<file path="src/rtl/spi_sample_scheduler_pkg.sv">
// Shared types and default sizing for the SPI microphone sampling scheduler.
package spi_sched_pkg;

  localparam int SCHED_DEPTH = 16;
  localparam int SCHED_DW    = 16;
  localparam int SCHED_PW    = 15;
  localparam int SCHED_TMO   = 255;

  localparam int SCHED_AW = $clog2(SCHED_DEPTH);
  localparam int SCHED_CW = SCHED_AW + 1;
  localparam int SCHED_TW = $clog2(SCHED_TMO + 1);

  typedef enum logic [1:0] {
    IDLE  = 2'd0,
    ARM   = 2'd1,
    START = 2'd2,
    WAIT  = 2'd3
  } sched_state_t;

endpackage

</file>
<file path="src/rtl/spi_sample_scheduler_if.sv">
// Capture-engine handshake plus sample read port of the scheduler.
interface spi_sample_scheduler_if
  import spi_sched_pkg::*;
#(
  parameter int DW = SCHED_DW,
  parameter int CW = SCHED_CW
);

  logic          spi_start;
  logic          spi_done;
  logic [DW-1:0] spi_data;
  logic          rd_en;
  logic [DW-1:0] rd_data;
  logic          empty;
  logic [CW-1:0] count;

  modport master (
    output spi_start,
    input  spi_done,
    input  spi_data,
    input  rd_en,
    output rd_data,
    output empty,
    output count
  );

  modport slave (
    input  spi_start,
    output spi_done,
    output spi_data,
    output rd_en,
    input  rd_data,
    input  empty,
    input  count
  );

endinterface

</file>
<file path="src/rtl/spi_sample_scheduler_fifo.sv">
// First-word-fall-through sample FIFO; head reads as zero while empty.
module sample_fifo
  import spi_sched_pkg::*;
#(
  parameter int DEPTH = SCHED_DEPTH,
  parameter int DW    = SCHED_DW
) (
  input  logic                   clk8,
  input  logic                   PRESETn,
  input  logic                   push,
  input  logic [DW-1:0]          push_data,
  input  logic                   pop,
  output logic [DW-1:0]          pop_data,
  output logic [$clog2(DEPTH):0] count,
  output logic                   full,
  output logic                   empty,
  output logic                   drop
);

  localparam int AW = $clog2(DEPTH);
  localparam int CW = AW + 1;

  logic [DW-1:0] mem [DEPTH];
  logic [AW-1:0] wptr;
  logic [AW-1:0] rptr;
  logic          do_push;
  logic          do_pop;

  // A pop frees the slot in the same cycle, so a full FIFO still accepts a push alongside it.
  always_comb begin
    full     = (count == CW'(DEPTH));
    empty    = (count == '0);
    do_pop   = pop && !empty;
    do_push  = push && (!full || do_pop);
    drop     = push && !do_push;
    pop_data = empty ? '0 : mem[rptr];
  end

  always_ff @(posedge clk8 or negedge PRESETn) begin
    if (!PRESETn) begin
      wptr  <= '0;
      rptr  <= '0;
      count <= '0;
    end else begin
      if (do_push) wptr <= wptr + AW'(1);
      if (do_pop)  rptr <= rptr + AW'(1);
      case ({do_push, do_pop})
        2'b10:   count <= count + CW'(1);
        2'b01:   count <= count - CW'(1);
        default: count <= count;
      endcase
    end
  end

  always_ff @(posedge clk8) begin
    if (do_push) mem[wptr] <= push_data;
  end

endmodule

</file>
<file path="src/rtl/spi_sample_scheduler.sv">
// Periodic SPI sample scheduler: tick generation, capture handshake with timeout,
// sample buffering, sticky error flags and a registered interrupt.
module spi_sample_scheduler
  import spi_sched_pkg::*;
#(
  parameter int DEPTH = SCHED_DEPTH,
  parameter int DW    = SCHED_DW,
  parameter int PW    = SCHED_PW,
  parameter int TMO   = SCHED_TMO
) (
  input  logic                   clk8,
  input  logic                   PRESETn,
  input  logic                   cfg_enable,
  input  logic [PW-1:0]          cfg_period,
  input  logic [$clog2(DEPTH):0] cfg_watermark,
  spi_sample_scheduler_if.master bus,
  output logic                   overflow,
  output logic                   miss,
  input  logic                   err_clr,
  output logic                   irq
);

  localparam int TW = $clog2(TMO + 1);

  sched_state_t  state;
  sched_state_t  state_next;
  logic [PW-1:0] period_cnt;
  logic [PW-1:0] period_next;
  logic [PW-1:0] eff_last;
  logic [TW-1:0] tmo_cnt;
  logic [TW-1:0] tmo_next;
  logic          tick;
  logic          timeout;
  logic          push;
  logic          spi_start;
  logic          miss_set;
  logic          fifo_full;
  logic          fifo_drop;

  // Periods below 2 are clamped; a counter already past the compare value runs on and wraps.
  always_comb begin
    eff_last = (cfg_period < PW'(2)) ? PW'(1) : cfg_period - PW'(1);
    tick     = (state != IDLE) && (period_cnt == eff_last);
  end

  always_comb begin
    state_next = state;
    tmo_next   = tmo_cnt;
    push       = 1'b0;
    timeout    = 1'b0;
    spi_start  = 1'b0;
    case (state)
      IDLE: begin
        if (cfg_enable) state_next = ARM;
      end
      ARM: begin
        if (!cfg_enable)  state_next = IDLE;
        else if (tick)    state_next = START;
      end
      START: begin
        spi_start  = 1'b1;
        tmo_next   = '0;
        state_next = WAIT;
      end
      WAIT: begin
        if (bus.spi_done) begin
          push       = 1'b1;
          state_next = cfg_enable ? ARM : IDLE;
        end else if (tmo_cnt == TW'(TMO - 1)) begin
          timeout    = 1'b1;
          state_next = cfg_enable ? ARM : IDLE;
        end else begin
          tmo_next = tmo_cnt + TW'(1);
        end
      end
      default: state_next = IDLE;
    endcase

    if (state == IDLE || state_next == IDLE) period_next = '0;
    else if (tick)                           period_next = '0;
    else                                     period_next = period_cnt + PW'(1);

    // Ticks landing while a transfer is outstanding are reported, never queued.
    miss_set = timeout || (tick && (state == START || state == WAIT));
  end

  assign bus.spi_start = spi_start;

  always_ff @(posedge clk8 or negedge PRESETn) begin
    if (!PRESETn) begin
      state      <= IDLE;
      period_cnt <= '0;
      tmo_cnt    <= '0;
    end else begin
      state      <= state_next;
      period_cnt <= period_next;
      tmo_cnt    <= tmo_next;
    end
  end

  sample_fifo #(
    .DEPTH (DEPTH),
    .DW    (DW)
  ) u_fifo (
    .clk8      (clk8),
    .PRESETn   (PRESETn),
    .push      (push),
    .push_data (bus.spi_data),
    .pop       (bus.rd_en),
    .pop_data  (bus.rd_data),
    .count     (bus.count),
    .full      (fifo_full),
    .empty     (bus.empty),
    .drop      (fifo_drop)
  );

  // Set events win over a simultaneous clear; irq looks at last cycle's flags and count.
  always_ff @(posedge clk8 or negedge PRESETn) begin
    if (!PRESETn) begin
      overflow <= 1'b0;
      miss     <= 1'b0;
      irq      <= 1'b0;
    end else begin
      overflow <= (fifo_drop && fifo_full) || (overflow && !err_clr);
      miss     <= miss_set || (miss && !err_clr);
      irq      <= ((cfg_watermark != '0) && (bus.count >= cfg_watermark)) || overflow || miss;
    end
  end

endmodule

</file>
<file path="src/flat_wrapper.sv">
// flat-port wrapper written by rule: the top's interface ports become plain ports
module spi_sample_scheduler_flat import spi_sched_pkg::*;
#(
  parameter int DEPTH = SCHED_DEPTH,
  parameter int DW    = SCHED_DW,
  parameter int PW    = SCHED_PW,
  parameter int TMO   = SCHED_TMO
)
  (clk8, PRESETn, cfg_enable, cfg_period, cfg_watermark, overflow, miss, err_clr, irq, bus_spi_start, bus_spi_done, bus_spi_data, bus_rd_en, bus_rd_data, bus_empty, bus_count);
  spi_sample_scheduler_if #(.DW(DW)) bus_i ();
  input  logic clk8;
  input  logic PRESETn;
  input  logic cfg_enable;
  input  logic [PW-1:0] cfg_period;
  input  logic [$clog2(DEPTH):0] cfg_watermark;
  output logic overflow;
  output logic miss;
  input  logic err_clr;
  output logic irq;
  output wire logic [$bits(bus_i.spi_start)-1:0] bus_spi_start;
  input wire logic [$bits(bus_i.spi_done)-1:0] bus_spi_done;
  input wire logic [$bits(bus_i.spi_data)-1:0] bus_spi_data;
  input wire logic [$bits(bus_i.rd_en)-1:0] bus_rd_en;
  output wire logic [$bits(bus_i.rd_data)-1:0] bus_rd_data;
  output wire logic [$bits(bus_i.empty)-1:0] bus_empty;
  output wire logic [$bits(bus_i.count)-1:0] bus_count;
  assign bus_spi_start = bus_i.spi_start;
  assign bus_i.spi_done = bus_spi_done;
  assign bus_i.spi_data = bus_spi_data;
  assign bus_i.rd_en = bus_rd_en;
  assign bus_rd_data = bus_i.rd_data;
  assign bus_empty = bus_i.empty;
  assign bus_count = bus_i.count;
  spi_sample_scheduler #(.DEPTH(DEPTH), .DW(DW), .PW(PW), .TMO(TMO)) u_core (.clk8(clk8), .PRESETn(PRESETn), .cfg_enable(cfg_enable), .cfg_period(cfg_period), .cfg_watermark(cfg_watermark), .bus(bus_i), .overflow(overflow), .miss(miss), .err_clr(err_clr), .irq(irq));
endmodule
</file>
<file path="config.mk">
export PLATFORM = sky130hd
export DESIGN_NAME = spi_sample_scheduler_flat
export DESIGN_NICKNAME = d
export VERILOG_FILES = /design/src/rtl/spi_sample_scheduler_pkg.sv /design/src/rtl/spi_sample_scheduler_if.sv /design/src/rtl/spi_sample_scheduler_fifo.sv /design/src/rtl/spi_sample_scheduler.sv /design/src/flat_wrapper.sv
export SDC_FILE = /design/constraint.sdc
export NUM_CORES = 1
export LEC_CHECK = 0
export CORE_MARGIN = 1.5
export CORE_UTILIZATION = 65
export CTS_CLUSTER_SIZE = 25
export DETAILED_ROUTE_END_ITERATION = 10
export PLACE_DENSITY = 0.86
export SETUP_SLACK_MARGIN = 0.05
export SLEW_MARGIN = 10
export SYNTH_ARGS = -nofsm -noshare
export SYNTH_HDL_FRONTEND = slang
export SYNTH_HIERARCHICAL = 1
export SYNTH_SLANG_ARGS = --single-unit
</file>
<file path="constraint.sdc">
create_clock -name clk8 -period 9.4 [get_ports clk8]
set_input_delay 1.88 -clock clk8 [delete_from_list [all_inputs] [get_ports clk8]]
set_output_delay 1.88 -clock clk8 [all_outputs]
set_load 0.05 [all_outputs]
</file>
**Word-level counts from Yosys, hierarchy flattened**

Memory sizes are Yosys's and may differ from the RTL's.
Cells that the tools add are included.

- Reduce and logical (&&, ||, !) cells: 29
- Magnitude comparators: 2
- $add $sub $neg: 7
- Equal/unequal tests: 10
- Mux-type cells: 23

Operators by type and width:

| kind | number |
|---|---|
| 15-bit two-way mux | 3 |
| 16-bit two-way mux | 1 |
| 8-bit two-way mux | 2 |
| 8-bit one-hot mux with 2 select lines | 1 |
| 15-bit by 1-bit adder with 15-bit output (second input constant) | 1 |
| 15-bit == test | 1 |
| 15-bit by 2-bit less-than comparator with 1-bit output (second input constant) | 1 |
| 15-bit by 1-bit subtractor with 15-bit output (second input constant) | 1 |
| 2-bit two-way mux | 5 |
| 5-bit one-hot mux with 2 select lines | 1 |
| 1-bit logical AND | 9 |
| 1-bit two-way mux | 9 |
| 4-bit by 1-bit adder with 4-bit output (second input constant) | 2 |
| 8-bit by 1-bit adder with 8-bit output (second input constant) | 1 |
| 8-bit == test (second input constant) | 1 |
| 1-bit logical OR | 8 |
| 2-bit one-hot mux with 4 select lines | 1 |
| 2-bit == test (second input constant) | 3 |
| 2-bit nonzero test | 3 |
| 5-bit by 1-bit adder with 5-bit output (second input constant) | 1 |
| 5-bit == test (second input constant) | 1 |
| 5-bit >= comparator | 1 |
| 5-bit zero test | 1 |
| 5-bit nonzero test | 1 |
| 6 further kinds | 12 |

- Word-level logic and storage cells: 81
- Bits in writable memories: 256
- Output and inout bits: 26
- Flip-flop bits (word level): 41
- Memories kept: 1
- Input bits: 42

Memory list:

| name | words | bits a word | read ports | clocked after memory_dff | wr ports | line | source |
|---|---|---|---|---|---|---|---|
| u_core.u_fifo.mem | 16 | 16 | 1 | 0 | 1 | spi_sample_scheduler_fifo.sv:23 | `logic [DW-1:0] mem [DEPTH];` |

**Longest topological paths before layout**

- Word-level depth: 10
- Gate-level depth with buffers: 12
- Mapped depth without buffers: 9

**Modules after synthesis**

Netlist, hierarchy kept.

Modules (own cells, without submodules):

| module | times used | seq. area each (sq um) | cells each | area an instance (sq um) |
|---|---|---|---|---|
| sample_fifo | 1 | 8,012.7 | 507 | 10,662.7 |
| spi_sample_scheduler | 1 | 700.7 | 256 | 2,289.7 |

**Least setup slack after synthesis**

Ideal clock, no wire load.

- Path type: input to register
- Start point: input port bus_spi_done
- End point: memory u_core/u_fifo/mem[0][0] in the netlist's numbering, enable pin
- Required time: 8,970 ps
- Data arrival time: 3,813 ps
- Setup slack: 5,157 ps
- Path buffers: 0
- Library setup time: 430 ps
- Stages: 3
- Cells stage by stage: and3_1 > o21ai_2 > nor4_1

- Longest elaborated chain between the ends: 5

Ends and longest elaborated chain:

| item | line | source |
|---|---|---|
| start, declared | flat_wrapper.sv:21 | `input wire logic [$bits(bus_i.spi_done)-1:0] bus_spi_done;` |
| 1-bit two-way mux | spi_sample_scheduler.sv:66 | `if (bus.spi_done) begin` |
| 1-bit two-way mux | spi_sample_scheduler.sv:52 | `case (state)` |
| 1-bit logical AND | spi_sample_scheduler_fifo.sv:34 | `do_push = push && (!full \|\| do_pop);` |
| 1-bit two-way mux | spi_sample_scheduler_fifo.sv:56 | `if (do_push) mem[wptr] <= push_data;` |
| 1-bit two-way mux (implied by the code) | spi_sample_scheduler_fifo.sv:56 |  |
| end, declared | spi_sample_scheduler_fifo.sv:23 |  |

Every way passes these cells.

**Worst setup path after layout**

- Start point: register u_core.u_fifo.rptr[1]
- End point: output port bus_rd_data[7]

- Longest elaborated chain between the ends: 2

Ends and longest elaborated chain:

| item | line | source |
|---|---|---|
| start, declared | spi_sample_scheduler_fifo.sv:25 | `logic [AW-1:0] rptr;` |
| start signal, assigned | spi_sample_scheduler_fifo.sv:46 | `if (do_pop) rptr <= rptr + AW'(1);` |
| memory read 16 x 16 bit | -- |  |
| 16-bit two-way mux | spi_sample_scheduler_fifo.sv:36 | `pop_data = empty ? '0 : mem[rptr];` |
| end, declared | flat_wrapper.sv:24 | `output wire logic [$bits(bus_i.rd_data)-1:0] bus_rd_data;` |

Every way passes these cells.

==> summary by stage <==
Floorplanning
The count of boundary I/O pins is 68. The floorplan die area is 20800 um2. For this configuration, the core starts out at a cell density of 0.663. The count of standard-cell rows is 51. The horizontal extent of the die is 144 um. The chip height is 144 um. The core region is 19500 um2.

Timing
The number of hold violations in the final report is 0. Setup repair after global routing left no endpoint under its margin. Setup violations remaining at the end of the flow were counted as 0.

The shortest clock period the worst path allows after layout is 5.83 ns. In the post-route analysis, the smallest setup slack over all paths is 3.57 ns. In this run the tightest slew margin relative to its limit is 0.113. The final total negative setup slack is 0 ns. The worst-margin pin slew is 1.33 ns.

The total count of max-transition violations in the final report is 0. Based on the critical path, the design can be clocked at up to 172 MHz. The share of the cycle needed by the critical path after routing is 0.620. Between clock sinks in the finished design, the worst skew comes to 0.0161 ns.

Synth
The area share of the largest cell type after synthesis is 0.594. The cell count after synthesis is 763. The number of storage elements in the synthesis netlist is 297. The most common cell in the synthesized netlist is sky130_fd_sc_hd__edfxtp_1. For this run, the number of Yosys warnings is 6. Counting flops with a built-in enable in the synthesized netlist gives 256.

By area the synthesized netlist is led by sky130_fd_sc_hd__edfxtp_1 59%, sky130_fd_sc_hd__mux4_2 11%, sky130_fd_sc_hd__dfrtp_1 7.9%. The unique cell type count in the Yosys netlist is 64. After synthesis, the share of flip-flops with an asynchronous set or reset is 0.138. Of the synthesized area, sequential elements account for 0.673. The number of nets handed over by synthesis was 823. The average instance area after synthesis is 17.0 um2. The most used flip-flop cell after synthesis is sky130_fd_sc_hd__edfxtp_1. After synthesis, the most frequently instantiated cells are 256 x sky130_fd_sc_hd__edfxtp_1, 64 x sky130_fd_sc_hd__mux4_2, 41 x sky130_fd_sc_hd__dfrtp_1, 30 x sky130_fd_sc_hd__a21oi_1, 27 x sky130_fd_sc_hd__nor2_1. The library cell occupying the most area in the post-synthesis netlist is sky130_fd_sc_hd__edfxtp_1. The cell area that synthesis handed to floorplanning was 13000 um2.

Routing
The first detailed-routing pass took 4 iterations. The routed wire length is 29500 um. The number of remaining DRC errors is 0. The first routing iteration left 615 violations. The number of nets with antenna violations after routing is 0. After detailed routing, the average wire length per cell comes to 26.3 um. The detailed-route via count is 7528. The ratio of routed vias to standard cells is 6.71.

Pwr
VDD sags by at most 0.000371 V. The power per unit of standard cell area is 268 nW/um2. In this run the static leakage power is 4.98 nW.

Worst setup path
The largest stage delay on the critical path is 0.76 ns. STA classifies the critical path endpoint as an output pin. The worst register-to-register path begins at u_core/u_fifo/count[1]. The critical path contains buffers and inverters numbering 2 combined. The cell count of the worst reg-to-reg path is 9. The arrival time of data at the critical path endpoint is 3.95 ns. The worst register-to-register path ends at u_core/u_fifo/count[4]. The critical path in this run is classified as reg2out.

The worst setup path is launched from a register. The number of logic stages on the critical path including buffering is 6. The data required time of the critical path is 7.52 ns. Grouping stages by cell kind, the critical path spends the most delay in buffers and inverters. The critical path startpoint is u_core/u_fifo/rptr[1]. In this run the worst path has a maximum fanout of 43.

The critical path's slowest cell is sky130_fd_sc_hd__clkdlybuf4s50_1. Walking the worst path, the cells encountered are buf_4 > mux4_2 > mux2_2 > o21ai_0 > a21oi_1 > clkdlybuf4s50_1. In this run the worst setup path terminates at bus_rd_data[7]. The worst register-to-register path has a setup slack of 5.92 ns.

Status
The run finished with clean final reports.

Global route
The number of antenna violations at the first check in global routing is 0. The global-route wire length before repair is 44600 um. In the global route stage, overall resource usage came out at 0.294.

The number of global-route vias before repair is 7724. The global route total overflow is 0. Entering global routing, the biggest net connects 52 pins.

Clock network
The clock sink count is 297. The post-cts resize count is 0. TritonCTS built the clock tree.

CTS built an H-tree with a depth of 1. Post-CTS timing repair inserted 0 buffers for setup. Buffers inserted during clock tree synthesis total 29. Clock latency on the worst-skew pair, taken at its later pin, is 0.55 ns. After clock tree synthesis, the flow added hold-fix buffers numbering 0.

The clock root buffer is sky130_fd_sc_hd__clkbuf_16. In this run the deepest clock path goes through 3 buffers. The clock-pin transition on the worst setup and hold timing paths is 0.06 ns.

Placement
Before CTS, the worst setup slack after placement is 4.05 ns. The number of buffers inserted by port buffering is 67. The placed wire-length estimate is 16400 um. The congestion estimate from routability-driven global placement came to 0.890.

Flow run
Max-cap violations in this run came to 0.

Cells and area
Relative to the synthesized area, the layout overhead comes to 13.9%. The layout cell share with drive strength beyond 1 is 0.201. The multi-input combinational cells in the finished layout cover a total of 3970 um2. 0 antenna diodes ended up in the layout. The filler cells instantiated in the layout total 1116.

The final layout contains 897 nets. Across the whole layout, storage elements account for 8720 um2.

Worst hold path
The path class of the tightest hold or removal check is reg2reg.
-- cells in the final DEF, fill, tap and decap left out, drive strengths merged, types with 2 or more instances in the layout --
cell           instances
or3                    2
a22o                   4
a21o                   2
nor3                  24
nand2b                 7
a21oi                 31
nor3b                  3
xor2                  13
clkinv                14
mux2                  20
xnor2                 25
o21ai                 26
clkbuf                33
nor2b                  7
dfrtp                 41
mux2i                 23
clkdlybuf4s50         66
buf                   16
nand4                  8
ha                    17
and3                  17
o21a                   4
o31ai                  3
nand2                  9
o211ai                 2
edfxtp               256
or4                    8
clkinvlp               3
or4b                   2
nor2                  28
nand3                 18
a31oi                  4
inv                   24
nor4                  13
mux4                  64
-- metrics by stage --
step                hold slack, ns  utilization  power, mW  instance area (um2)  std cells
finish                       0.508        0.756       3.96                14800       1122
global route                 0.548        0.756       4.10                14800       1122
CTS                          0.516        0.756       3.98                14800       1122
detailed placement           0.500        0.711       2.88                13900       1071
global placement             0.498        0.711       2.85                13900       1071
floorplan                    0.498            -       2.52                13000        763
-- worst register-to-register path, delay by kind of cell (launching register included) --
| family | cells | cell delay, ns |
|---|---|---|
| AND/OR/NAND/NOR | 4 | 1.76 |
| adder cells (fa/ha/maj) | 1 | 0.34 |
| AO/OA/AOI/OAI | 3 | 0.73 |
| flip-flops | 1 | 0.43 |
| buffers and inverters | 1 | 0.12 |
-- power breakdown --
| group | leakage [nW] | switching (mW) | internal [mW] |
|---|---|---|---|
| registers | 2.82 | 0.0573 | 1.46 |
| logic | 1.75 | 0.797 | 0.571 |
| clock network | 0.420 | 0.483 | 0.592 |
-- cells by family after synthesis --
family                     after synthesis  share of synthesized area
AOI/OAI and AO/OA                       89                     0.0438
xor gates and xnor gates                38                     0.0257
muxes                                  107                      0.146
adders and majority gates               18                     0.0180
DFF                                    297                      0.673
buffers and inverters                   63                     0.0228
and+or+nand+nor                        151                     0.0706
-- how the worst min path moves through the flow --
stage	start	endpoint	slack, ns	cells after the start
after detailed placement	u_core/miss	u_core/irq	0.50	2
after CTS	u_core/miss	u_core/irq	0.52	2
after global routing	u_core/overflow	u_core/irq	0.55	2
after floorplan	u_core/tmo_cnt[4]	u_core/tmo_cnt[4]	0.50	2
final	u_core/miss	u_core/irq	0.51	2
after global placement	u_core/overflow	u_core/irq	0.50	2
-- registers in the layout, summed over array words and instances, names as in the netlist --
signal,cells
u_core/irq,1
u_core/miss,1
u_core/overflow,1
u_core/period_cnt,15
u_core/state,2
u_core/tmo_cnt,8
u_core/u_fifo/count,5
u_core/u_fifo/mem,256
u_core/u_fifo/rptr,4
u_core/u_fifo/wptr,4
-- area by class of cell --
| class | instances | area share |
|---|---|---|
| clock buffer | 33 | 0.0502 |
| tap | 265 | 0.0225 |
| clock inverter | 18 | 0.00848 |
| inverter | 24 | 0.00611 |
| timing repair buffer | 82 | 0.0527 |
| sequential | 297 | 0.591 |
| multi-input combinational | 403 | 0.269 |
-- metal layers --
layer	GRT usage	part of all wire	routed length (um)	vias up
li1	-	-	-	3186
met1	0.381	0.38	11100	3833
met2	0.506	0.50	14900	422
met3	0.0563	0.088	2590	87
met4	0.0962	0.032	945	0
met5	0	0	0	-
(Power assumes the default switching activity.)
==> patch 1, RTL diff (same settings) <==
Set the package constant `SCHED_TMO` to 510 (it was 255).
--- a/src/rtl/spi_sample_scheduler_pkg.sv
+++ b/src/rtl/spi_sample_scheduler_pkg.sv
@@ -4,7 +4,7 @@
   localparam int SCHED_DEPTH = 16;
   localparam int SCHED_DW    = 16;
   localparam int SCHED_PW    = 15;
-  localparam int SCHED_TMO   = 255;
+  localparam int SCHED_TMO   = 510;
 
   localparam int SCHED_AW = $clog2(SCHED_DEPTH);
   localparam int SCHED_CW = SCHED_AW + 1;
Formal check against the unedited RTL: same outputs for any inputs over 4 cycles, from zero or initial values and one cycle with PRESETn low; that may be too few to reach the edited logic, so the function may still have changed.
==> patch 1 against the original RTL <==
  * Non-clock buffer count decreased by 3
  * Total power is 6.4% higher
  * Clock power rose by 8%
  * Wire length is 2.3% lower
  * Sequential cell count is 1 higher
  * Hold slack got worse by 39 ps
  * Global-route usage is 1.5 points lower
  * Synthesized area up 1.2%
  * Via count is 0.37% higher
  * Cell area grew 1.7%
  * Maximum frequency grew 1.3%
  * Setup slack improved by 72 ps
  * Sequential power increased by 6%
  * Combinational power is 4% higher
  * Critical path type unchanged
  * Critical endpoint is now bus_rd_data[15]
  * Largest cell class unchanged
==> patch 1: results (changes against the original RTL) <==
- Gpl congestion: 0.867 (-2.6%)
- Number of global-route vias before repair: 7750 (+0.34%)
- Post-DR vias/cell: 6.65 (-0.87%)
- Asr flop ratio synth: 0.141 (+0.00289)
- Syn Area/Cell: 16.8 um2 (-0.96%)
- DR pass1 iterations: 5 (+1)
- Largest cells by area after synthesis: edfxtp_1 (59%), mux4_2 (11%), dfrtp_1 (8.0%), mux2i_1 (1.8%), mux2_2 (1.6%)
- Post-synth top cells: edfxtp_1 (256), mux4_2 (64), dfrtp_1 (42)
- DRT iter0 DRCs: 717 (+17%)
- Post-Route WL: 28900 um (-2.3%)
- Post-synthesis sequential area ratio: 0.666 (-0.00637)
- Pin count of the biggest net entering global routing: 49 (-5.8%)
- Status: completed
- Post-synthesis cell type count: 65 (+1.6%)
- Lkg Pwr: 5.07 nW (+1.7%)
- First-pass GRT wire length: 44200 um (-0.70%)
- DP HPWL: 17500 um (+6.7%)
- Total Nets Final: 911 (+1.6%)
- WL per Instance: 25.4 um (-3.5%)
- Fillers: 1145 (+2.6%)
- GRT Total Usage: 0.279 (-0.0147)
- Setup bufs post-CTS: 0 (unchanged)
- CP max stage cell: dfrtp_4
- Relative slew margins: 0.147 (+0.0343)
- Worst EP arrival: 3880 ps (-70 ps)
- Placed cells: 1085 (+1.3%)
- Critical path peak fanout: 36 (-16%)
- Share of layout cells above drive strength 1: 0.194 (-0.00667)
- Clock Skew: 17.4 ps (+1.30 ps)
-- patch 1: changes by cell type in the layout (fill, tap and decap cells not counted), moves of 4 or more --
cell,before,now
bufinv_16,1,5
inv_1,24,28
nand2_1,9,17
nor3_1,15,9
nor3_2,9,0
nor4_1,6,10
nor4_2,6,15
xor2_1,13,18
-- patch 1: path summary, 6_finish.rpt --
check	from	endpoint	slack, ps	cells after the start
max	u_core/u_fifo/rptr[1]	bus_rd_data[15]	3640	6
min	u_core/u_fifo/rptr[3]	u_core/u_fifo/rptr[3]	470	1
max reg2reg	u_core/u_fifo/count[1]	u_core/u_fifo/count[4]	5890	9
min reg2reg	u_core/u_fifo/rptr[3]	u_core/u_fifo/rptr[3]	470	1
max in group asynchronous	PRESETn	u_core/u_fifo/rptr[1]	7200	1
min in group asynchronous	PRESETn	u_core/tmo_cnt[2]	1490	1
-- patch 1: metal layers --
layer / up-vias / track usage / part of all wire
li1: 3247 / - / -
met1: 3872 / 0.378 / 0.38
met2: 374 / 0.475 / 0.52
met3: 63 / 0.0387 / 0.071
met4: 0 / 0.0892 / 0.027
met5: - / 0 / 0
-- patch 1: power breakdown --
group          leakage, nW  total [mW]  switching, mW  internal [mW]
clock                0.467        1.17          0.471          0.698
combinational         1.78        1.43          0.817          0.612
sequential            2.83        1.61          0.123           1.49
total                 5.07        4.21           1.41           2.80
-- patch 1: critical path: cells and delay by family, from the launching register on --
kind                   cells  cell delay, ps
muxes                      2             870
AOI/OAI and AO/OA          2             330
DFF                        1             770
buffers and inverters      2            1340
-- patch 1: per-stage QoR --
stage / worst slack (ps) / area [um2] / utilization
final: 3640 / 15000 / 0.763
after global routing: 3440 / 15000 / 0.763
after global placement: 4040 / 14000 / 0.714
after detailed placement: 3890 / 14000 / 0.714
after floorplan: 5150 / 13100 / -
after CTS: 3580 / 15000 / 0.763
-- patch 1: kinds of logic (layout without fill, tap and decap cells) --
group | after synthesis | count (layout) | share of synthesized area
xor gates and xnor gates | 43 | 43 | 0.0298
DFF | 298 | 298 | 0.666
buffers and inverters | 68 | 159 | 0.0244
muxes | 106 | 106 | 0.144
AOI/OAI and AO/OA | 85 | 85 | 0.0414
and+or+nand+nor | 162 | 162 | 0.0765
adders and majority gates | 18 | 18 | 0.0177
-- patch 1: final cells by class --
type                    instances  area (um2)  area share
flip-flops and latches        298        8740       0.583
multi-input cells             414        4090       0.273
repair buffers                 79         756      0.0504
clock buffers                  31         733      0.0489
well taps                     265         332      0.0221
clock inverters                20         231      0.0154
inverters                      29         109     0.00726
==> patch 2, RTL diff (same flow settings) <==
Made on the original files. The 4 states of `sched_state_t` get a one-hot encoding in 4 bits.
--- a/src/rtl/spi_sample_scheduler_pkg.sv
+++ b/src/rtl/spi_sample_scheduler_pkg.sv
@@ -10,11 +10,11 @@
   localparam int SCHED_CW = SCHED_AW + 1;
   localparam int SCHED_TW = $clog2(SCHED_TMO + 1);
 
-  typedef enum logic [1:0] {
-    IDLE  = 2'd0,
-    ARM   = 2'd1,
-    START = 2'd2,
-    WAIT  = 2'd3
+  typedef enum logic [3:0] {
+    IDLE  = 4'b0001,
+    ARM   = 4'b0010,
+    START = 4'b0100,
+    WAIT  = 4'b1000
   } sched_state_t;
 
 endpackage
Function: no difference found for any inputs over 4 cycles, from zero or initial values and one cycle with PRESETn low; so few cycles prove little.
==> patch 2 against the original RTL <==
  * Total power decreased by 0.30%
  * Cell area increased by 1.7%
  * Sequential cell count increased by 2
  * Utilization decreased by 0.90 points
  * Synthesized area increased by 2.4%
  * First-iteration DRC count increased by 21%
  * Wire length increased by 0.73%
  * Setup slack improved by 44 ps
==> patch 2: results (changes against the original RTL) <==
- Status: completed
- Clkbuf count: 35 (+6.1%)
- Number of CTS-inserted buffers: 28 (-3.4%)
- Main synth FF type: edfxtp_1
- Gpl congestion: 0.867 (-2.6%)
- FFs & Latches: 299 (+0.67%)
- First-pass GRT wire length: 45600 um (+2.3%)
- Post-synthesis cell type count: 69 (+7.8%)
- Worst r2r dst: u_core/u_fifo/mem[12][15]
- Worst R2R Setup Slack: 5890 ps (-30 ps)
- Met2 wire length: 15300 um (+2.8%)
- Worst Hold Class: register to register
- Hold slack: 540 ps (+32.3 ps)
- Net Count, Synth: 872 (+6.0%)
- Clock network area share: 0.0569 (-0.00175)
- Fillers: 1135 (+1.7%)
- Post-DR vias/cell: 6.60 (-1.6%)
- Hold path startpoint: u_core/overflow
- DP HPWL: 17600 um (+7.2%)
- Share of layout cells above drive strength 1: 0.176 (-0.0244)
- Signal buf overhead: 0.0509 (-0.00190)
- Post-synth top cells: edfxtp_1 (256), mux4_2 (64), dfrtp_1 (42)
- GRT Total Usage: 0.286 (-0.00767)
- Internal power: 2.63 mW (+0.21%)
- WL per Instance: 25.4 um (-3.6%)
- Lkg Pwr: 5.05 nW (+1.4%)
- Met2 Track Usage GR: 0.486 (-0.0205)
- DRT iter0 DRCs: 745 (+21%)
- Multi-input gates: 445 (+10%)
- Worst vdd ir: 0.000298 V (-20%)
- Clock Skew: 30.5 ps (+14.4 ps)
- Crit Reg-Reg Startpoint: u_core/state[2]
- Critical path peak fanout: 35 (-19%)
- DR pass1 iterations: 5 (+1)
- Critical path endpoint: bus_rd_data[4]
- Largest cells by area after synthesis: edfxtp_1 (58%), mux4_2 (11%), dfrtp_1 (7.9%), mux2_2 (1.7%), ha_1 (1.6%)
- Worst EP arrival: 3910 ps (-40 ps)
- Max cap viols: 0 (unchanged)
- Relative slew margins: 0.170 (+0.0571)
- R2R cell count: 8 (-1)
- Met3 Track Usage GR: 0.0524 (-0.00394)
- Total Nets Final: 941 (+4.9%)
- Wl on met1: 11000 um (-0.78%)
- Fraction of area in multi-input gates: 0.279 (+0.00960)
- Post-synthesis sequential area ratio: 0.661 (-0.0121)
- Asr flop ratio synth: 0.144 (+0.00577)
- Global-route met1 utilization: 0.386 (+0.00458)
- Number of global-route vias before repair: 7765 (+0.53%)
patch 2: cell count changes in the layout (fill, tap and decap cells not counted), moves of 6 or more:
| cell | unedited run | this run |
|---|---|---|
| nor3_2 | 9 | 0 |
| xor2_1 | 13 | 19 |
| o21ai_0 | 24 | 32 |
| nand2_1 | 9 | 16 |
| nor3_1 | 15 | 21 |
| nor4_1 | 6 | 17 |
patch 2: logic make-up (layout without fill, tap and decap cells):
group                      Yosys count  in the layout  synth area share
and+or+nand+nor                    183            183            0.0798
xor gates and xnor gates            43             43            0.0294
buffers and inverters               68            158            0.0261
muxes                              104            104             0.141
adders and majority gates           18             18            0.0175
AOI/OAI and AO/OA                   97             97            0.0458
DFF                                299            299             0.661
patch 2: critical path, stage by stage, from the launching register on:
cell and delay (ps):
dfrtp_4 780, buf_4 590, mux4_2 580, mux2_2 280, o21ai_0 230, a21oi_1 100
clkdlybuf4s50_1 780
patch 2: power groups by stage:
| stage | logic [mW] | registers, mW | clock network (mW) |
|---|---|---|---|
| 6_report | 1.36 | 1.54 | 1.05 |
| 5_1_grt | 1.44 | 1.55 | 1.11 |
| 4_1_cts | 1.37 | 1.54 | 1.06 |
| 3_5_place_dp | 1.35 | 1.57 | 0 |
| 3_3_place_gp | 1.32 | 1.57 | 0 |
| 2_1_floorplan | 0.992 | 1.57 | 0 |
patch 2: stage by stage:
| stage | area (um2) | setup slack (ps) | power (mW) | cells | utilization |
|---|---|---|---|---|---|
| floorplan | 13300 | 4870 | 2.56 | 812 | - |
| global placement | 14200 | 4140 | 2.89 | 1121 | 0.704 |
| detailed placement | 14200 | 3990 | 2.92 | 1121 | 0.704 |
| CTS | 15000 | 3550 | 3.98 | 1172 | 0.747 |
| global route | 15000 | 3420 | 4.11 | 1172 | 0.747 |
| finish | 15000 | 3610 | 3.95 | 1172 | 0.747 |
